$ cat config.mk
export PLATFORM = sky130hd
export DESIGN_NAME = uart_tx_fifo_reader
export DESIGN_NICKNAME = d
export VERILOG_FILES = /design/src/rtl/uart_tx_fifo_reader.sv
export SDC_FILE = /design/constraint.sdc
export NUM_CORES = 1
export LEC_CHECK = 0
export ABC_CLOCK_PERIOD_IN_PS = 2100
export CAP_MARGIN = 20
export CELL_PAD_IN_SITES_DETAIL_PLACEMENT = 0
export CELL_PAD_IN_SITES_GLOBAL_PLACEMENT = 1
export CORE_MARGIN = 8
export CORE_UTILIZATION = 30
export DETAILED_ROUTE_END_ITERATION = 8
export PLACE_DENSITY = 0.73
export SLEW_MARGIN = 0
export SYNTH_ARGS = -nofsm -noshare
export SYNTH_HDL_FRONTEND = slang
export SYNTH_SLANG_ARGS = --single-unit
$ cat constraint.sdc
create_clock -name clk -period 2.1 [get_ports clk]
set_clock_uncertainty 0.2 [all_clocks]
set_input_delay 0.42 -clock clk [delete_from_list [all_inputs] [get_ports clk]]
set_output_delay 0.42 -clock clk [all_outputs]
set_load 0.02 [all_outputs]
$ cat src/rtl/uart_tx_fifo_reader.sv
// uart_tx_fifo_reader
// Pops one byte at a time from an external FIFO and serialises it as an
// 8N1 UART frame (start bit, 8 data bits LSB first, one stop bit).
// A byte is fetched only when the FSM is idle, enable is high and the FIFO
// reports data; once a frame has started it always runs to completion
// unless nreset is asserted.
//
// CLKS_PER_BIT must be 2 or more.

module uart_tx_fifo_reader #(
    parameter int CLKS_PER_BIT = 868
) (
    input  logic       clk,
    input  logic       nreset,
    input  logic       enable,
    input  logic       fifo_empty,
    input  logic [7:0] fifo_data,
    output logic       fifo_read_en,
    output logic       tx,
    output logic       tx_busy,
    output logic       tx_done,
    output logic [7:0] frame_count
);

    // Baud counter is just wide enough to count 0 .. CLKS_PER_BIT-1.
    localparam int                BAUD_W    = (CLKS_PER_BIT > 1) ? $clog2(CLKS_PER_BIT) : 1;
    localparam logic [BAUD_W-1:0] BAUD_LAST = BAUD_W'(CLKS_PER_BIT - 1);
    localparam logic [BAUD_W-1:0] BAUD_ONE  = BAUD_W'(1);

    typedef enum logic [2:0] {
        IDLE,
        FETCH,
        LATCH,
        START,
        DATA,
        STOP
    } state_t;

    state_t            state;
    state_t            state_next;
    logic [BAUD_W-1:0] baud_cnt;
    logic [BAUD_W-1:0] baud_next;
    logic [2:0]        bit_idx;
    logic [2:0]        bit_next;
    logic [7:0]        shift_reg;
    logic [7:0]        shift_next;
    logic [7:0]        count_next;
    logic              tx_next;
    logic              read_next;
    logic              bit_end;

    // Last cycle of the current bit period.
    assign bit_end = (baud_cnt == BAUD_LAST);

    // Busy covers the whole fetch/latch/frame sequence.
    assign tx_busy = (state != IDLE);

    // Next-state logic: sequencing through fetch, latch and the ten bit
    // periods; tx_done is asserted during the final stop-bit cycle.
    always_comb begin
        state_next = state;
        baud_next  = baud_cnt;
        bit_next   = bit_idx;
        shift_next = shift_reg;
        count_next = frame_count;
        tx_done    = 1'b0;

        case (state)
            IDLE: begin
                if (enable && !fifo_empty) begin
                    state_next = FETCH;
                end
            end

            FETCH: begin
                state_next = LATCH;
            end

            LATCH: begin
                shift_next = fifo_data;
                baud_next  = '0;
                bit_next   = '0;
                state_next = START;
            end

            START: begin
                if (bit_end) begin
                    baud_next  = '0;
                    state_next = DATA;
                end else begin
                    baud_next = baud_cnt + BAUD_ONE;
                end
            end

            DATA: begin
                if (bit_end) begin
                    baud_next  = '0;
                    shift_next = {1'b0, shift_reg[7:1]};
                    if (bit_idx == 3'd7) begin
                        bit_next   = '0;
                        state_next = STOP;
                    end else begin
                        bit_next = bit_idx + 3'd1;
                    end
                end else begin
                    baud_next = baud_cnt + BAUD_ONE;
                end
            end

            STOP: begin
                if (bit_end) begin
                    baud_next  = '0;
                    tx_done    = 1'b1;
                    count_next = frame_count + 8'd1;
                    state_next = IDLE;
                end else begin
                    baud_next = baud_cnt + BAUD_ONE;
                end
            end

            default: begin
                state_next = IDLE;
            end
        endcase
    end

    // Registered outputs are computed from the next state so that tx and
    // fifo_read_en change on the same edge as the FSM, with no glitches.
    always_comb begin
        tx_next   = 1'b1;
        read_next = (state_next == FETCH);
        case (state_next)
            START:   tx_next = 1'b0;
            DATA:    tx_next = shift_next[0];
            default: tx_next = 1'b1;
        endcase
    end

    // State and datapath registers; reset forces the idle line immediately.
    always_ff @(posedge clk or negedge nreset) begin
        if (!nreset) begin
            state        <= IDLE;
            baud_cnt     <= '0;
            bit_idx      <= '0;
            shift_reg    <= '0;
            frame_count  <= '0;
            tx           <= 1'b1;
            fifo_read_en <= 1'b0;
        end else begin
            state        <= state_next;
            baud_cnt     <= baud_next;
            bit_idx      <= bit_next;
            shift_reg    <= shift_next;
            frame_count  <= count_next;
            tx           <= tx_next;
            fifo_read_en <= read_next;
        end
    end

endmodule

==> metrics.yaml <==
logic_synthesis:
  synth_edf_count: 0
  synth.avg_cell_area_um2: 10.06
  ys_ff_latch: 34
  synth_ff_type: "dfrtp_1"
  ys_seq_area_frac: 0.4759
  synth_cell_types: 42
  syn_area_mm2: 0.001790
  synthArstFlopShare: 1.000
  syn-instance-count: 178
  synth_warnings: 0
  synthesis.nets: 194
grt:
  grt_pass1_vias: 1614
  grt_max_degree: 35
  met2_usage: 0.1833
  use_met3: 0.03045
  grt_overflow: 0
  antenna_found_initial: 0
  use_met1: 0.1430
  top_usage_layer: "met2"
  grt_pass1_wl_um: 7914
  track_usage: 0.1136
cells_and_area:
  fillers: 573
  drive_above_1_share: 0.3264
  n_antenna_cell: 0
  largest_reg_flops: 10
  final_nets: 254
  finalNonFillerCells: 314
  syn2layout_area_growth_pct: 48.50
pwr:
  ir_worst_vdd_uv: 345.7
  combPwrFrac: 0.030
  total_power_mw: 1.466
  p_sw_frac: 0.1854
  power.switching_uw: 271.8
  intPower_mw: 1.194
  leakage_nw: 1.222
  seqPwrFrac: 0.455
  p_clk_frac: 0.514
  p_per_area_mw_per_mm2: 551.3
sta:
  max_slew_margin: 0.6169
  layout_min_cycle_time_ps: 2281
  whs_ps: 274.0
  setup_ws_ps: -180.9
  fmax_ghz: 0.4384
  maxSlewViolCount: 0
  fin_crit_sh: 1.086
  rsz0062_at_grt: "yes"
  hold_violations: 0
  setup_viol: 25
  worst_pin_slew_ps: 572.6
placed_design:
  preCtsSetupSlack_ps: -437.3
  io_buffers: 23
  place_congestion: 0.7971
  dpl.cell_count: 298
  post-dp-hpwl_um: 3231
routing:
  drc: 0
  drtPass1Iterations: 4
  routed_wl_um: 4675
  via_per_inst: 5.029
  vias: 1579
  wl_per_cell_um: 14.89
  drt_iter0_drc: 70
  postRouteAntennaNets: 0
flow_run:
  maxCapViolations: 0
setup_path:
  cp-end-kind: "flip-flop"
  r2r_cells: 7
  cp.buffers_inverters: 3
  worstPathArrival_ps: 2250
  critPathMaxStageDelay_ps: 490
  slowest_stage: "or4b_4"
  rrSetupSlack_ps: -180
  rr_startpoint: "baud_cnt[1]"
  critical_path.max_fanout: 8
  critPathKind: "flip-flop to flip-flop"
  critPathLaunchType: "flip-flop"
  cp_common_cell: "buf_6"
  path_delay_family: "simple AND/OR/NAND/NOR gates"
  crit_required_ps: 2070
  cp_cell_sequence: "ha_2 > or4b_4 > buf_6 > buf_12 > nor4_4 > buf_6 > mux2_4"
  r2r-end: "frame_count[1]"
clock_tree:
  clock_sinks: 34
  clock_latency_ps: 290
  cts_tree: "yes"
  clk_pin_slew_ps: 70
  cts_max_path_buffers: 2
  htree_levels: 2
  numCtsBuffers: 5
  root_buffer: "clkbuf_8"
floorplan:
  row_count: 28
  die_w_um: 93.26
  start_util: 0.3060
  ios: 24
  dieArea_mm2: 0.008697
  core_area_mm2: 0.005851
  die_h_um: 93.26
worst_hold_path:
  whs_path_depth: 1
  hold_path.class: "flip-flop to flip-flop"
  whs_endpoint: "frame_count[7]"
  worstHoldStart: "frame_count[7]"
status:
  outcome: "complete, but fails checks"
  violations: "setup timing"
## power groups by stage
stage                     clock (mW)  sequential (mW)  combinational, mW
final                          0.754            0.667             0.0446
after global routing           0.803            0.668             0.0510
after CTS                      0.771            0.667             0.0460
after detailed placement           0            0.680             0.0445
after global placement             0            0.680             0.0439
after floorplan                    0            0.679            0.00766
## cells in the mapped netlist (2+ instances only)
master    instances  area share
nand3_1          10       0.028
nor4_4            2       0.024
clkbuf_1          6       0.013
a21o_1            6       0.025
ha_1              4       0.028
nand3b_1          2      0.0084
nand2b_1          2      0.0070
buf_2             2      0.0056
xnor2_1           6       0.029
nand4_1           6       0.021
nor2b_1           3       0.010
o21ai_0          15       0.042
or2_2             2      0.0070
a31oi_1           3       0.010
a21oi_1           5       0.014
nor3_1            2      0.0056
or3_1             2      0.0070
and4_1            3       0.015
nor2_1           11       0.023
o211ai_1          5       0.021
nand2_1          19       0.040
dfrtp_1          33        0.46
a22o_1            8       0.039
mux2i_1           3       0.017
## per-stage QoR
| stage | util | setup TNS, ps | instance area (µm²) |
|---|---|---|---|
| 6_report | 0.4544 | -2405 | 2659 |
| 5_1_grt | 0.4544 | -4239 | 2659 |
| 4_1_cts | 0.4378 | -2862 | 2561 |
| 3_5_place_dp | 0.3969 | -1845 | 2322 |
| 3_3_place_gp | 0.3969 | -1109 | 2322 |
| 2_1_floorplan | - | -600.6 | 1821 |
## kinds of logic (layout without fill, tap and decap cells)
| logic type | Yosys count | in the layout | synth area share |
|---|---|---|---|
| AOI/OAI and AO/OA | 47 | 47 | 0.1768 |
| xor gates and xnor gates | 7 | 7 | 0.03424 |
| adders and majority gates | 4 | 4 | 0.02795 |
| buffers and inverters | 10 | 70 | 0.02655 |
| DFF | 34 | 34 | 0.4759 |
| muxes | 5 | 5 | 0.02935 |
| and+or+nand+nor | 71 | 72 | 0.2292 |
## cell usage in the layout (no fill, tap or decap), types with 6 or more instances in the layout
master and count:
nand2_1 14, nand4_1 6, nor2_1 10, a22o_1 8
a21o_1 6, o21ai_0 10, clkdlybuf4s50_1 20, buf_4 31
nand3_1 7, clkbuf_8 6, dfrtp_1 33
## timing repair
action | in CTS | in global routing
pin swaps | 15 | 9
hold endpoints to repair | 33 | 0
gates cloned | 2 | 0
setup buffers | 3 | 2
resized for setup | 22 | 18
setup endpoints to repair | 24 | 31
hold buffers | 1 | 0
## how the worst max path moves through the flow
| stage | from | endpoint | slack (ps) | cells after the start |
|---|---|---|---|---|
| final | baud_cnt[1] | frame_count[1] | -180 | 7 |
| after global routing | baud_cnt[1] | frame_count[4] | -260 | 8 |
| after CTS | baud_cnt[1] | tx | -190 | 6 |
| after detailed placement | baud_cnt[1] | tx_done | -440 | 4 |
| after global placement | baud_cnt[1] | tx_done | -390 | 4 |
| after floorplan | baud_cnt[0] | state[0] | -120 | 7 |
## final cells by class
type	instances	area, µm²	area share
sequential	34	852.1	0.3205
multi-input combinational	135	1017	0.3826
clock buffer	6	82.58	0.03106
clock inverter	2	60.06	0.02259
tap	75	93.84	0.03529
timing repair buffer	61	549.3	0.2066
inverter	1	3.754	0.001412
## metal layers
| layer | wire (µm) | share of wire | up-vias |
|---|---|---|---|
| met2 | 2352 | 0.50 | 19 |
| li1 | - | - | 781 |
| met1 | 2172 | 0.46 | 772 |
| met5 | 0 | 0 | - |
| met3 | 110 | 0.024 | 7 |
| met4 | 39 | 0.0083 | 0 |
Note: power is estimated with default switching activity, not from simulation.
==> RTL edit 1 (config.mk and constraints unchanged) <==
The parameter `CLKS_PER_BIT` goes from 868 to 217.
--- a/src/rtl/uart_tx_fifo_reader.sv
+++ b/src/rtl/uart_tx_fifo_reader.sv
@@ -9,5 +9,5 @@
 
 module uart_tx_fifo_reader #(
-    parameter int CLKS_PER_BIT = 868
+    parameter int CLKS_PER_BIT = 217
 ) (
     input  logic       clk,
Function: same outputs for any inputs over 10 cycles, from zero or initial values and one cycle with nreset low; that may be too few to reach the edited logic, so the function may still have changed.
==> RTL edit 1 against the unedited design <==
Sequential cell count shrank 2. Clock power decreased by 23%. Die area is 2.3% lower. Combinational power shrank 3%. Total power down 14%. Synthesized area down 2.7%. Design area shrank 13%. Wire length shrank 17%. Setup slack improved by 0.25 ns. Critical endpoint is now tx_busy.
==> RTL edit 1: results (changes against the unedited design) <==
Status - completed
H-tree lvl count - 2 (unchanged)
R2R depth - 6 (-1)
Reg-to-reg endpoint - shift_reg[2]
Top post-synthesis cells by count - dfrtp_1 (31), nand2_1 (12), o21ai_0 (12)
Post-synthesis compound-gate area fraction - 20.9% (+3.2 points)
Mux cell area share after synthesis - 2.37% (-0.56 points)
Drt initial violations - 44 (-37%)
CP Capture Point - tx_busy
Peak supply drop - 283 uV (-18%)
Synth top area cells - dfrtp_1 (45%), ha_1 (3.6%), a22o_1 (3.5%)
Share of layout cells above drive strength 1 - 19.0% (-14 points)
Max transition margin - 71.7% (+10 points)
Met2 usage - 14.7% (-3.7 points)
Worst R2R Setup Slack - 0.19 ns (+0.37 ns)
Crit path DAT - 1.42 ns (-0.83 ns)
Mapped Nets - 180 (-7.2%)
Cell Area, Placed - 2190 um2 (-5.5%)
Vias in the first global route - 1438 (-11%)
Adder-cell share of the synthesized area - 3.59% (+0.80 points)
Area of the multi-input gates - 906 um2 (-11%)
Syn Area/Cell - 10.7 um2 (+6.2%)
XOR/XNOR Fraction of Synth Area - 4.02% (+0.60 points)
NumNets Final - 226 (-11%)
Inst Count DP - 274 (-8.1%)
Leak - 1.10 nW (-10%)
Largest net degree at the start of global routing - 33 (-5.7%)
Pre-CTS WS - -0.0878 ns (+0.350 ns)
Postcts setup bufs - 0 (-3)
Final GP Congestion - 0.749 (-6.0%)
Met1 Use GR - 12.6% (-1.7 points)
GRT Overall Usage - 9.71% (-1.6 points)
Critical path startpoint - state[1]
Final setup vio count - 0 (-100%)
Sequential-to-total area share from yosys stat - 46.0% (-1.5 points)
Period utilization - 96.9% (-12 points)
DPL Wire Length - 2830 um (-13%)
==> RTL edit 1: worst max-delay path, cell delays in order (launching register included) <==
cell and delay [ns]:
dfrtp_1 0.37, buf_4 0.13, or3_1 0.33, clkdlybuf4s15_1 0.31
==> RTL edit 1: repair_timing <==
item | 4_1_cts | 5_1_grt
gates cloned | 0 | 0
endpoints found under the setup margin | 2 | 2
gates resized for setup | 5 | 3
==> RTL edit 1: metal layers <==
metal	part of all wire (%)	vias to the layer above
li1	-	699
met1	48	708
met2	46	20
met3	4.6	7
met4	1.1	0
met5	0	-
==> RTL edit 1: cells by family (layout without fill, tap and decap cells) <==
kind of cell | after synthesis | count (layout)
AO/OA/AOI/OAI | 51 | 51
XOR/XNOR | 8 | 8
adder cells (fa/ha/maj) | 5 | 5
buffers and inverters | 8 | 55
flip-flops | 32 | 32
multiplexers | 4 | 4
AND/OR/NAND/NOR | 55 | 55
==> RTL edit 1: power breakdown <==
group	switching [mW]	internal (mW)	leakage, nW
Combinational	0.0181	0.0250	0.651
Sequential	0.00530	0.624	0.391
Clock	0.231	0.352	0.0552
==> RTL edit 1: area by class of cell <==
cell class                 count  area share (%)
sequential                    32            34.8
multi-input combinational    123            39.3
clock buffer                   6            3.15
clock inverter                 2            1.52
inverter                       3           0.489
timing repair buffer          44            16.7
tap                           72            3.91
==> RTL edit 1: worst min path at each step <==
stage                        start             end  slack [ns]  cells after the start
floorplan                   nreset     baud_cnt[0]       -0.08                      0
global placement      shift_reg[4]    shift_reg[4]        0.26                      1
detailed placement  frame_count[7]  frame_count[7]        0.27                      1
CTS                 frame_count[7]  frame_count[7]        0.28                      1
global route        frame_count[7]  frame_count[7]        0.29                      1
finish              frame_count[7]  frame_count[7]        0.27                      1
==> RTL edit 2 (same settings) <==
Made on the original files. The 6 states of `state_t` get a Gray code encoding in 3 bits.
--- a/src/rtl/uart_tx_fifo_reader.sv
+++ b/src/rtl/uart_tx_fifo_reader.sv
@@ -29,10 +29,10 @@
 
     typedef enum logic [2:0] {
-        IDLE,
-        FETCH,
-        LATCH,
-        START,
-        DATA,
-        STOP
+        IDLE  = 3'b000,
+        FETCH = 3'b001,
+        LATCH = 3'b011,
+        START = 3'b010,
+        DATA  = 3'b110,
+        STOP  = 3'b111
     } state_t;
 
Formal check against the unedited RTL: same outputs for any inputs over 10 cycles, from zero or initial values and one cycle with nreset low; not proved beyond that.
==> RTL edit 2 against the unedited design <==
The run still ends with setup timing left. Design area down 3.0%. Wire length down 12%. Setup slack worse by 0.016 ns. Sequential cell count unchanged. Synthesized area down 3.9%.
Power is not compared: it rests on default switching activity, and its combinational part moved more than twofold at a synthesized area within 25%.
==> RTL edit 2: results (changes against the unedited design) <==
Diode count - 0 (unchanged)
Sequential-to-total area share from yosys stat - 49.5% (+1.9 points)
Final setup vio count - 15 (-40%)
Number of flip-flops in the largest register - 10 (unchanged)
Failing checks - setup timing
CP max stage delay - 0.48 ns
Post-Layout Cell Count - 296 (-5.7%)
Status - finished with violations
Drt first pass iters - 4 (unchanged)
Vias per std cell - 5.00 (-0.64%)
CP max FO - 2 (-6)
Fin Setup TNS - -1.73 ns (+0.674 ns)
Drt initial violations - 79 (+13%)
WL/cell - 14.0 um (-6.2%)
Initial antenna violation count - 0 (unchanged)
Top cell family by delay on the critical path - simple AND/OR/NAND/NOR gates
NumNets Final - 239 (-5.9%)
Clock transition at path regs - 0.07 ns (about the same)
Vias in the first global route - 1488 (-7.8%)
Peak supply drop - 347 uV
Share of layout cells above drive strength 1 - 29.5% (-3.2 points)
Leak - 1.26 nW
Hold crit path type - reg -> reg
Skew-Pair Late Insertion Delay - 0.29 ns (about the same)
Top post-synthesis cells by count - dfrtp_1 (33), nand2_1 (13), a21o_1 (10), a22o_1 (10), nand4_1 (8)
H-tree lvl count - 2 (unchanged)
Mapped Nets - 179 (-7.7%)
Synth unique cells - 43 (+2.4%)
Synth top area cells - dfrtp_1 (48%), a22o_1 (5.1%), a21o_1 (4.4%)
Clock Path Buffers - 2 (unchanged)
CP max stage cell - or4b_4
Final GP Congestion - 0.747 (-6.3%)
Synth warnings - 0 (unchanged)
Inst Count DP - 279 (-6.4%)
Worst-margin pin slew - 0.424 ns (-0.149 ns)
Async SR Flop Fraction - 100% (unchanged)
CTS buffer count - 5 (unchanged)
Syn Area/Cell - 10.6 um2 (+4.9%)
GRT Overall Usage - 10.2% (-1.2 points)
DPL Wire Length - 2830 um (-12%)
Largest net degree at the start of global routing - 35 (unchanged)
First-pass GRT wire length - 6930 um (-12%)
Final worst-path setup slack - -0.197 ns (-0.0159 ns)
Quantity of I/O buffers inserted on ports - 23 (unchanged)
Clk root buf - clkbuf_8
==> RTL edit 2: timing repair <==
action	in CTS	in global routing
pin swaps	0	5
buffers inserted	2	7
endpoints found under the setup margin	21	32
hold endpoints to repair	0	0
cloned	1	0
gates resized for setup	15	15
==> RTL edit 2: where the power goes <==
group          leakage (nW)  switching (mW)  total [mW]  internal (mW)
logic                 0.746           0.296       0.636          0.340
clock network        0.0683           0.254       0.730          0.476
registers             0.445          0.0784       0.867          0.789
total                  1.26           0.629        2.23           1.60
==> RTL edit 2: final timing paths <==
path,to,from,depth (start not counted),slack (ns)
setup / recovery,tx_done,baud_cnt[0],4,-0.20
hold / removal,frame_count[7],frame_count[7],1,0.28
setup reg to reg,bit_idx[0],baud_cnt[0],7,-0.18
hold reg to reg,frame_count[7],frame_count[7],1,0.28
max in group asynchronous,tx,nreset,2,1.17
min in group asynchronous,baud_cnt[1],nreset,2,0.29
==> RTL edit 2: layer usage <==
layer / track usage (%) / up-vias / wire length (um)
met5: 0 / - / 0
met4: 6.44 / 0 / 109
met3: 2.44 / 8 / 154
met2: 15.4 / 33 / 1840
met1: 12.7 / 710 / 2040
li1: - / 728 / -
==> RTL edit 2: area by class of cell <==
| class | count | area, um2 |
|---|---|---|
| fill | 531 | 2960 |
| multi-input combinational | 118 | 943 |
| sequential | 34 | 852 |
| timing repair buffer | 61 | 544 |
| tap | 72 | 90.1 |
| clock buffer | 5 | 68.8 |
| clock inverter | 3 | 68.8 |
| inverter | 3 | 11.3 |
==> RTL edit 2: stage by stage <==
| step | power (mW) | setup slack, ns | area, um2 |
|---|---|---|---|
| final | 2.23 | -0.197 | 2580 |
| after detailed placement | 1.40 | -0.376 | 2260 |
| after CTS | 2.17 | -0.212 | 2470 |
| after floorplan | 1.15 | -0.220 | 1730 |
| after global placement | 1.40 | -0.332 | 2260 |
| after global routing | 2.36 | -0.292 | 2580 |
==> RTL edit 2: logic make-up after synthesis <==
group                      Yosys count  synth area share [%]
and+or+nand+nor                     57                  19.6
AOI/OAI and AO/OA                   46                  19.6
DFF                                 34                  49.5
buffers and inverters               11                  2.55
xor gates and xnor gates             9                  4.58
adders and majority gates            4                  2.91
muxes                                2                  1.24
==> RTL edit 2: worst register-to-register path, cell delays in order (launching register included) <==
cell	delay, ns
dfrtp_1	0.37
ha_2	0.18
or4b_4	0.48
buf_4	0.20
nor4_4	0.25
buf_4	0.18
nor2_2	0.09
a22o_1	0.24
